`config.mk`:
```
export PLATFORM = sky130hd
export DESIGN_NAME = id_ex_stage_flat
export DESIGN_NICKNAME = d
export VERILOG_FILES = /design/src/rtl/id_ex_stage_if.sv /design/src/rtl/id_ex_stage.sv /design/src/flat_wrapper.sv
export SDC_FILE = /design/constraint.sdc
export NUM_CORES = 1
export LEC_CHECK = 0
export CAP_MARGIN = 5
export CELL_PAD_IN_SITES_DETAIL_PLACEMENT = 2
export CELL_PAD_IN_SITES_GLOBAL_PLACEMENT = 2
export CORE_MARGIN = 4
export CORE_UTILIZATION = 22
export CTS_CLUSTER_SIZE = 12
export DETAILED_ROUTE_END_ITERATION = 10
export HOLD_SLACK_MARGIN = 0.15
export PLACE_DENSITY = 0.78
export SKIP_LAST_GASP = 1
export SYNTH_ARGS = -nofsm -noshare
export SYNTH_HDL_FRONTEND = slang
export SYNTH_SLANG_ARGS = --single-unit
```
`constraint.sdc`:
```
create_clock -name clk -period 1.55 [get_ports clk]
set_input_delay 0.31 -clock clk [delete_from_list [all_inputs] [get_ports clk]]
set_output_delay 0.31 -clock clk [all_outputs]
set_load 0.05 [all_outputs]
```
`src/rtl/id_ex_stage_if.sv`:
```
// ID-side bundle feeding the ID/EX pipeline register.
// master = decode stage, slave = id_ex_stage.
interface id_ex_stage_if #(
  parameter int XLEN   = 32,
  parameter int REG_AW = 5
);
  logic              id_valid_i;
  logic [XLEN-1:0]   id_pc_i;
  logic [XLEN-1:0]   id_rd1_i;
  logic [XLEN-1:0]   id_rd2_i;
  logic [XLEN-1:0]   id_imm_i;
  logic [REG_AW-1:0] id_rs1_i;
  logic [REG_AW-1:0] id_rs2_i;
  logic [REG_AW-1:0] id_rd_i;
  logic              id_alu_src_i;
  logic [3:0]        id_alu_control_i;
  logic              id_reg_write_i;
  logic              id_mem_write_i;
  logic [1:0]        id_result_src_i;

  modport master (
    output id_valid_i, id_pc_i, id_rd1_i, id_rd2_i,
    output id_imm_i, id_rs1_i, id_rs2_i, id_rd_i,
    output id_alu_src_i, id_alu_control_i,
    output id_reg_write_i, id_mem_write_i,
    output id_result_src_i
  );

  modport slave (
    input id_valid_i, id_pc_i, id_rd1_i, id_rd2_i,
    input id_imm_i, id_rs1_i, id_rs2_i, id_rd_i,
    input id_alu_src_i, id_alu_control_i,
    input id_reg_write_i, id_mem_write_i,
    input id_result_src_i
  );
endinterface

```
`src/rtl/id_ex_stage.sv`:
```
// ID/EX pipeline register with operand forwarding into the ALU.
// Forwarding is built only when ID_EX_FORWARD_EN is defined.
module id_ex_stage #(
  parameter int XLEN   = 32,
  parameter int REG_AW = 5
) (
  input  logic              clk,
  input  logic              rst,
  input  logic              stall_i,
  input  logic              flush_i,
  id_ex_stage_if.slave      id,
  input  logic [REG_AW-1:0] exm_rd_i,
  input  logic              exm_reg_write_i,
  input  logic [XLEN-1:0]   exm_result_i,
  input  logic [REG_AW-1:0] wb_rd_i,
  input  logic              wb_reg_write_i,
  input  logic [XLEN-1:0]   wb_result_i,
  output logic [XLEN-1:0]   src_a_o,
  output logic [XLEN-1:0]   src_b_o,
  output logic [3:0]        alu_control_o,
  output logic [XLEN-1:0]   write_data_o,
  output logic [XLEN-1:0]   pc_o,
  output logic [REG_AW-1:0] rd_o,
  output logic              reg_write_o,
  output logic              mem_write_o,
  output logic [1:0]        result_src_o,
  output logic              valid_o,
  output logic [1:0]        fwd_a_o,
  output logic [1:0]        fwd_b_o
);

  logic              valid_q;
  logic [XLEN-1:0]   pc_q;
  logic [XLEN-1:0]   rd1_q;
  logic [XLEN-1:0]   rd2_q;
  logic [XLEN-1:0]   imm_q;
  logic [REG_AW-1:0] rs1_q;
  logic [REG_AW-1:0] rs2_q;
  logic [REG_AW-1:0] rd_q;
  logic              alu_src_q;
  logic [3:0]        alu_ctrl_q;
  logic              reg_write_q;
  logic              mem_write_q;
  logic [1:0]        result_src_q;

  always_ff @(posedge clk or negedge rst) begin
    if (!rst) begin
      valid_q      <= 1'b0;
      pc_q         <= '0;
      rd1_q        <= '0;
      rd2_q        <= '0;
      imm_q        <= '0;
      rs1_q        <= '0;
      rs2_q        <= '0;
      rd_q         <= '0;
      alu_src_q    <= 1'b0;
      alu_ctrl_q   <= '0;
      reg_write_q  <= 1'b0;
      mem_write_q  <= 1'b0;
      result_src_q <= '0;
    end else if (flush_i) begin
      valid_q      <= 1'b0;
      pc_q         <= '0;
      rd1_q        <= '0;
      rd2_q        <= '0;
      imm_q        <= '0;
      rs1_q        <= '0;
      rs2_q        <= '0;
      rd_q         <= '0;
      alu_src_q    <= 1'b0;
      alu_ctrl_q   <= '0;
      reg_write_q  <= 1'b0;
      mem_write_q  <= 1'b0;
      result_src_q <= '0;
    end else if (!stall_i) begin
      valid_q      <= id.id_valid_i;
      pc_q         <= id.id_pc_i;
      rd1_q        <= id.id_rd1_i;
      rd2_q        <= id.id_rd2_i;
      imm_q        <= id.id_imm_i;
      rs1_q        <= id.id_rs1_i;
      rs2_q        <= id.id_rs2_i;
      rd_q         <= id.id_rd_i;
      alu_src_q    <= id.id_alu_src_i;
      alu_ctrl_q   <= id.id_alu_control_i;
      // side effects only from real instructions
      reg_write_q  <= id.id_valid_i & id.id_reg_write_i;
      mem_write_q  <= id.id_valid_i & id.id_mem_write_i;
      result_src_q <= id.id_result_src_i;
    end
  end

`ifdef ID_EX_FORWARD_EN
  function automatic logic [1:0] fwd_sel(
    input logic              v,
    input logic [REG_AW-1:0] rs,
    input logic [REG_AW-1:0] e_rd,
    input logic              e_we,
    input logic [REG_AW-1:0] w_rd,
    input logic              w_we
  );
    logic [1:0] s;
    s = 2'b00;
    if (v && rs != '0) begin
      if (e_we && e_rd == rs)      s = 2'b10;
      else if (w_we && w_rd == rs) s = 2'b01;
    end
    return s;
  endfunction

  always_comb begin
    fwd_a_o = fwd_sel(valid_q, rs1_q, exm_rd_i,
                      exm_reg_write_i, wb_rd_i,
                      wb_reg_write_i);
    fwd_b_o = fwd_sel(valid_q, rs2_q, exm_rd_i,
                      exm_reg_write_i, wb_rd_i,
                      wb_reg_write_i);
  end

  always_comb begin
    src_a_o = rd1_q;
    unique case (1'b1)
      fwd_a_o[1]: src_a_o = exm_result_i;
      fwd_a_o[0]: src_a_o = wb_result_i;
      default:    src_a_o = rd1_q;
    endcase
  end

  always_comb begin
    write_data_o = rd2_q;
    unique case (1'b1)
      fwd_b_o[1]: write_data_o = exm_result_i;
      fwd_b_o[0]: write_data_o = wb_result_i;
      default:    write_data_o = rd2_q;
    endcase
  end
`else
  // hazard unit stalls every RAW hazard in this build
  logic unused_fwd;
  assign unused_fwd = ^{exm_rd_i, exm_reg_write_i,
                        exm_result_i, wb_rd_i,
                        wb_reg_write_i, wb_result_i,
                        rs1_q, rs2_q};

  assign fwd_a_o      = 2'b00;
  assign fwd_b_o      = 2'b00;
  assign src_a_o      = rd1_q;
  assign write_data_o = rd2_q;
`endif

  assign src_b_o       = alu_src_q ? imm_q : write_data_o;
  assign alu_control_o = alu_ctrl_q;
  assign pc_o          = pc_q;
  assign rd_o          = rd_q;
  assign reg_write_o   = reg_write_q;
  assign mem_write_o   = mem_write_q;
  assign result_src_o  = result_src_q;
  assign valid_o       = valid_q;

endmodule

```
`src/flat_wrapper.sv`:
```
// flat-port wrapper written by rule: the top's interface ports become plain ports
module id_ex_stage_flat 
#(
  parameter int XLEN   = 32,
  parameter int REG_AW = 5
)
  (clk, rst, stall_i, flush_i, exm_rd_i, exm_reg_write_i, exm_result_i, wb_rd_i, wb_reg_write_i, wb_result_i, src_a_o, src_b_o, alu_control_o, write_data_o, pc_o, rd_o, reg_write_o, mem_write_o, result_src_o, valid_o, fwd_a_o, fwd_b_o, id_id_valid_i, id_id_pc_i, id_id_rd1_i, id_id_rd2_i, id_id_imm_i, id_id_rs1_i, id_id_rs2_i, id_id_rd_i, id_id_alu_src_i, id_id_alu_control_i, id_id_reg_write_i, id_id_mem_write_i, id_id_result_src_i);
  id_ex_stage_if #(.XLEN(XLEN), .REG_AW(REG_AW)) id_i ();
  input  logic clk;
  input  logic rst;
  input  logic stall_i;
  input  logic flush_i;
  input  logic [REG_AW-1:0] exm_rd_i;
  input  logic exm_reg_write_i;
  input  logic [XLEN-1:0] exm_result_i;
  input  logic [REG_AW-1:0] wb_rd_i;
  input  logic wb_reg_write_i;
  input  logic [XLEN-1:0] wb_result_i;
  output logic [XLEN-1:0] src_a_o;
  output logic [XLEN-1:0] src_b_o;
  output logic [3:0] alu_control_o;
  output logic [XLEN-1:0] write_data_o;
  output logic [XLEN-1:0] pc_o;
  output logic [REG_AW-1:0] rd_o;
  output logic reg_write_o;
  output logic mem_write_o;
  output logic [1:0] result_src_o;
  output logic valid_o;
  output logic [1:0] fwd_a_o;
  output logic [1:0] fwd_b_o;
  input wire logic [$bits(id_i.id_valid_i)-1:0] id_id_valid_i;
  input wire logic [$bits(id_i.id_pc_i)-1:0] id_id_pc_i;
  input wire logic [$bits(id_i.id_rd1_i)-1:0] id_id_rd1_i;
  input wire logic [$bits(id_i.id_rd2_i)-1:0] id_id_rd2_i;
  input wire logic [$bits(id_i.id_imm_i)-1:0] id_id_imm_i;
  input wire logic [$bits(id_i.id_rs1_i)-1:0] id_id_rs1_i;
  input wire logic [$bits(id_i.id_rs2_i)-1:0] id_id_rs2_i;
  input wire logic [$bits(id_i.id_rd_i)-1:0] id_id_rd_i;
  input wire logic [$bits(id_i.id_alu_src_i)-1:0] id_id_alu_src_i;
  input wire logic [$bits(id_i.id_alu_control_i)-1:0] id_id_alu_control_i;
  input wire logic [$bits(id_i.id_reg_write_i)-1:0] id_id_reg_write_i;
  input wire logic [$bits(id_i.id_mem_write_i)-1:0] id_id_mem_write_i;
  input wire logic [$bits(id_i.id_result_src_i)-1:0] id_id_result_src_i;
  assign id_i.id_valid_i = id_id_valid_i;
  assign id_i.id_pc_i = id_id_pc_i;
  assign id_i.id_rd1_i = id_id_rd1_i;
  assign id_i.id_rd2_i = id_id_rd2_i;
  assign id_i.id_imm_i = id_id_imm_i;
  assign id_i.id_rs1_i = id_id_rs1_i;
  assign id_i.id_rs2_i = id_id_rs2_i;
  assign id_i.id_rd_i = id_id_rd_i;
  assign id_i.id_alu_src_i = id_id_alu_src_i;
  assign id_i.id_alu_control_i = id_id_alu_control_i;
  assign id_i.id_reg_write_i = id_id_reg_write_i;
  assign id_i.id_mem_write_i = id_id_mem_write_i;
  assign id_i.id_result_src_i = id_id_result_src_i;
  id_ex_stage #(.XLEN(XLEN), .REG_AW(REG_AW)) u_core (.clk(clk), .rst(rst), .stall_i(stall_i), .flush_i(flush_i), .id(id_i), .exm_rd_i(exm_rd_i), .exm_reg_write_i(exm_reg_write_i), .exm_result_i(exm_result_i), .wb_rd_i(wb_rd_i), .wb_reg_write_i(wb_reg_write_i), .wb_result_i(wb_result_i), .src_a_o(src_a_o), .src_b_o(src_b_o), .alu_control_o(alu_control_o), .write_data_o(write_data_o), .pc_o(pc_o), .rd_o(rd_o), .reg_write_o(reg_write_o), .mem_write_o(mem_write_o), .result_src_o(result_src_o), .valid_o(valid_o), .fwd_a_o(fwd_a_o), .fwd_b_o(fwd_b_o));
endmodule
```
==> results.py <==
metrics = {
    "die": {
        "core_area_sq_mm": 0.0278,
        "die_h_um": 176,
        "ios": 379,
        "die_area_sq_mm": 0.0310,
        "dieWidth_um": 176,
        "rows": 61,
        "initial_core_util_pct": 22.4,
    },
    "critical_path": {
        "crit_family": "flip-flops",
        "setup.worst_path.end_class": "primary output",
        "crit_path_start": "u_core.alu_src_q",
        "slowest_stage": "dfrtp_2",
        "path_cells": "buf_12 -> mux2_2 -> buf_4",
        "critPathKind": "reg2out",
        "crit_arrival_ns": 1.56,
        "worstPathRequired_ns": 1.24,
        "start_kind": "register",
        "path_buf_inv": 2,
        "worstReg2RegStart": "u_core.alu_src_q",
        "critPathMaxFanout": 14,
        "slowest_delay_ns": 0.43,
    },
    "final_layout": {
        "multi_input_area_sq_mm": 0.00236,
        "layout-drive-gt1-share_pct": 28.4,
        "finalNonFillerCells": 1183,
        "utilization_pct": 40.2,
        "antenna_cells": 0,
        "seq_area_sq_mm": 0.00358,
        "fin_nets": 1027,
        "syn_to_final_growth_pct": 80.0,
        "postLayoutCellArea_sq_mm": 0.0112,
        "fillers": 2841,
    },
    "yosys": {
        "syn-cell-area_sq_mm": 0.00621,
        "ys_types": 12,
        "synth_area_leaders": "dfrtp_1, mux2i_1, nor2_1, mux2_2, buf_8",
        "yosys_warnings": 0,
        "syn_inst": 502,
        "yosys.area.top_type": "dfrtp_1",
        "ys_seq_area_share_pct": 57.6,
        "ys_seq_elements": 143,
        "synth.top_cell.area_share_pct": 57.6,
        "avgSynthCellArea_sq_um": 12.4,
    },
    "clocking": {
        "cts-root-buf": "clkbuf_16",
        "clock_sinks": 143,
        "cts_tree": "yes",
        "clk_path_buf_depth": 2,
        "clock_latency_ns": 0.41,
        "path_clk_slew_ns": 0.07,
        "cts_inserted_buffers": 17,
        "htreeDepth": 4,
        "postCtsSetupBuffers": 0,
    },
    "power_and_ir_drop": {
        "ir_drop_v": 0.000581,
        "powerDensity_mw_per_mm2": 1050,
        "finalPower_mw": 11.7,
        "p_leak_nw": 5.31,
    },
    "global_routing": {
        "antenna_found_initial": 0,
        "grt_pass1_vias": 5790,
        "grt_max_degree": 41,
        "grt_util_all_layers_pct": 15.0,
        "grt_pass1_wl_mm": 35.7,
        "grt_overflow_total": 0,
    },
    "routing": {
        "drt_iter0_drc": 132,
        "route.detailed.drc": 0,
        "drt-vias-per-instance": 4.19,
        "routed-via-count": 4955,
        "drtAntennaViolNets": 0,
        "wire_per_inst_um": 19.4,
        "wl_mm": 23.0,
        "drt_first_pass_iters": 4,
    },
    "run_status": {
        "outcome": "finished with violations",
        "violations": "negative setup slack",
    },
    "sta": {
        "period_needed_ns": 1.87,
        "setup_violations": 32,
        "fin_ws_ns": -0.325,
        "fin_skew_ns": 0,
        "finalHoldViolations": 0,
        "fin_crit_sh_pct": 121,
        "slew_violations": 0,
        "whs_ns": 0.268,
        "grt_setup_unrepaired": "yes",
        "fin_setup_tns_ns": -9.79,
        "max_freq_ghz": 0.533,
    },
    "placement": {
        "portBuffers": 288,
        "dpl.cell_count": 1152,
        "place_hpwl_mm": 17.8,
        "dp_slack_ns": 0.0927,
        "placed_area_sq_mm": 0.0105,
        "gp_congestion": 0.733,
    },
    "job": {
        "cap_violations": 0,
    },
    "min_path": {
        "min-delay-start": "flush_i",
        "min_path_type": "in2reg",
    },
}
==> routing by layer <==
layer,up-vias,GRT usage [%],wire length [um]
met5,-,0,0
met1,2542,16.1,8200
met2,156,28.5,13100
met4,0,3.31,172
li1,2248,-,-
met3,9,4.84,1500
==> Yosys cell counts <==
| cell type | n |
|---|---|
| a32o_1 | 2 |
| buf_6 | 1 |
| mux2_2 | 32 |
| nor2_1 | 142 |
| nor2b_1 | 1 |
| clkbuf_1 | 8 |
| buf_8 | 7 |
| buf_2 | 12 |
| buf_4 | 12 |
| conb_1 | 1 |
| dfrtp_1 | 143 |
| mux2i_1 | 141 |
==> area by class of cell <==
cell class | count | share of cell area, %
timing repair buffer | 310 | 36.6
sequential | 143 | 32.0
multi-input combinational | 322 | 21.1
tap | 378 | 4.23
clock buffer | 18 | 3.93
clock inverter | 12 | 2.07
==> registers in the layout, indices dropped and copies added, names as in the netlist <==
| signal | count |
|---|---|
| u_core.write_data_o | 32 |
| u_core.alu_src_q | 1 |
| u_core.pc_o | 32 |
| u_core.rd_o | 5 |
| u_core.alu_control_o | 4 |
| u_core.reg_write_o | 1 |
| u_core.imm_q | 32 |
| u_core.result_src_o | 2 |
| u_core.src_a_o | 32 |
| u_core.valid_o | 1 |
| u_core.mem_write_o | 1 |
==> path summary, 6_finish.rpt <==
check	cells after the start	slack [ns]	to
worst max-delay path	3	-0.32	src_b_o[2]
worst min-delay path	2	0.27	u_core.valid_o
worst max register to register	3	0.63	u_core.alu_src_q
worst min register to register	2	0.52	u_core.imm_q[24]
max in group asynchronous	3	0.69	u_core.imm_q[19]
min in group asynchronous	2	0.33	u_core.write_data_o[8]
==> cells in the final DEF, fill, tap and decap left out <==
| master | count |
|---|---|
| a32o_1 | 2 |
| mux2_4 | 4 |
| mux2i_1 | 141 |
| mux2_2 | 28 |
| clkdlybuf4s50_1 | 143 |
| bufinv_16 | 6 |
| clkinv_4 | 1 |
| clkbuf_16 | 17 |
| clkinvlp_4 | 1 |
| dfrtp_1 | 142 |
| conb_1 | 4 |
| dfrtp_2 | 1 |
| nor2_1 | 142 |
| buf_12 | 109 |
| dlygate4sd3_1 | 1 |
| clkbuf_8 | 2 |
| nor2b_1 | 1 |
| buf_4 | 50 |
| buf_6 | 2 |
| buf_8 | 4 |
| inv_6 | 4 |
==> where the power goes <==
part | switching, mW | internal, mW | leakage [nW] | total, mW
Combinational | 1.45 | 1.32 | 3.09 | 2.77
Sequential | 0.216 | 3.94 | 1.90 | 4.16
Clock | 1.70 | 3.07 | 0.324 | 4.77
Total | 3.36 | 8.33 | 5.31 | 11.7
==> repair_timing <==
item | CTS | global route
resized for setup | 13 | 0
hold buffers | 1 | 0
pin swaps | 0 | 0
setup endpoints to repair | 32 | 32
endpoints found under the hold margin | 143 | 0
==> logic make-up (layout without fill, tap and decap cells) <==
family	count (synthesis)	count (layout)	synth area share [%]
muxes	173	173	28.5
DFF	143	143	57.6
and+or+nand+nor	143	143	8.68
buffers and inverters	40	340	4.78
AOI/OAI and AO/OA	2	2	0.322
other	1	4	0.0604
Power figures use the tool's default switching activity.
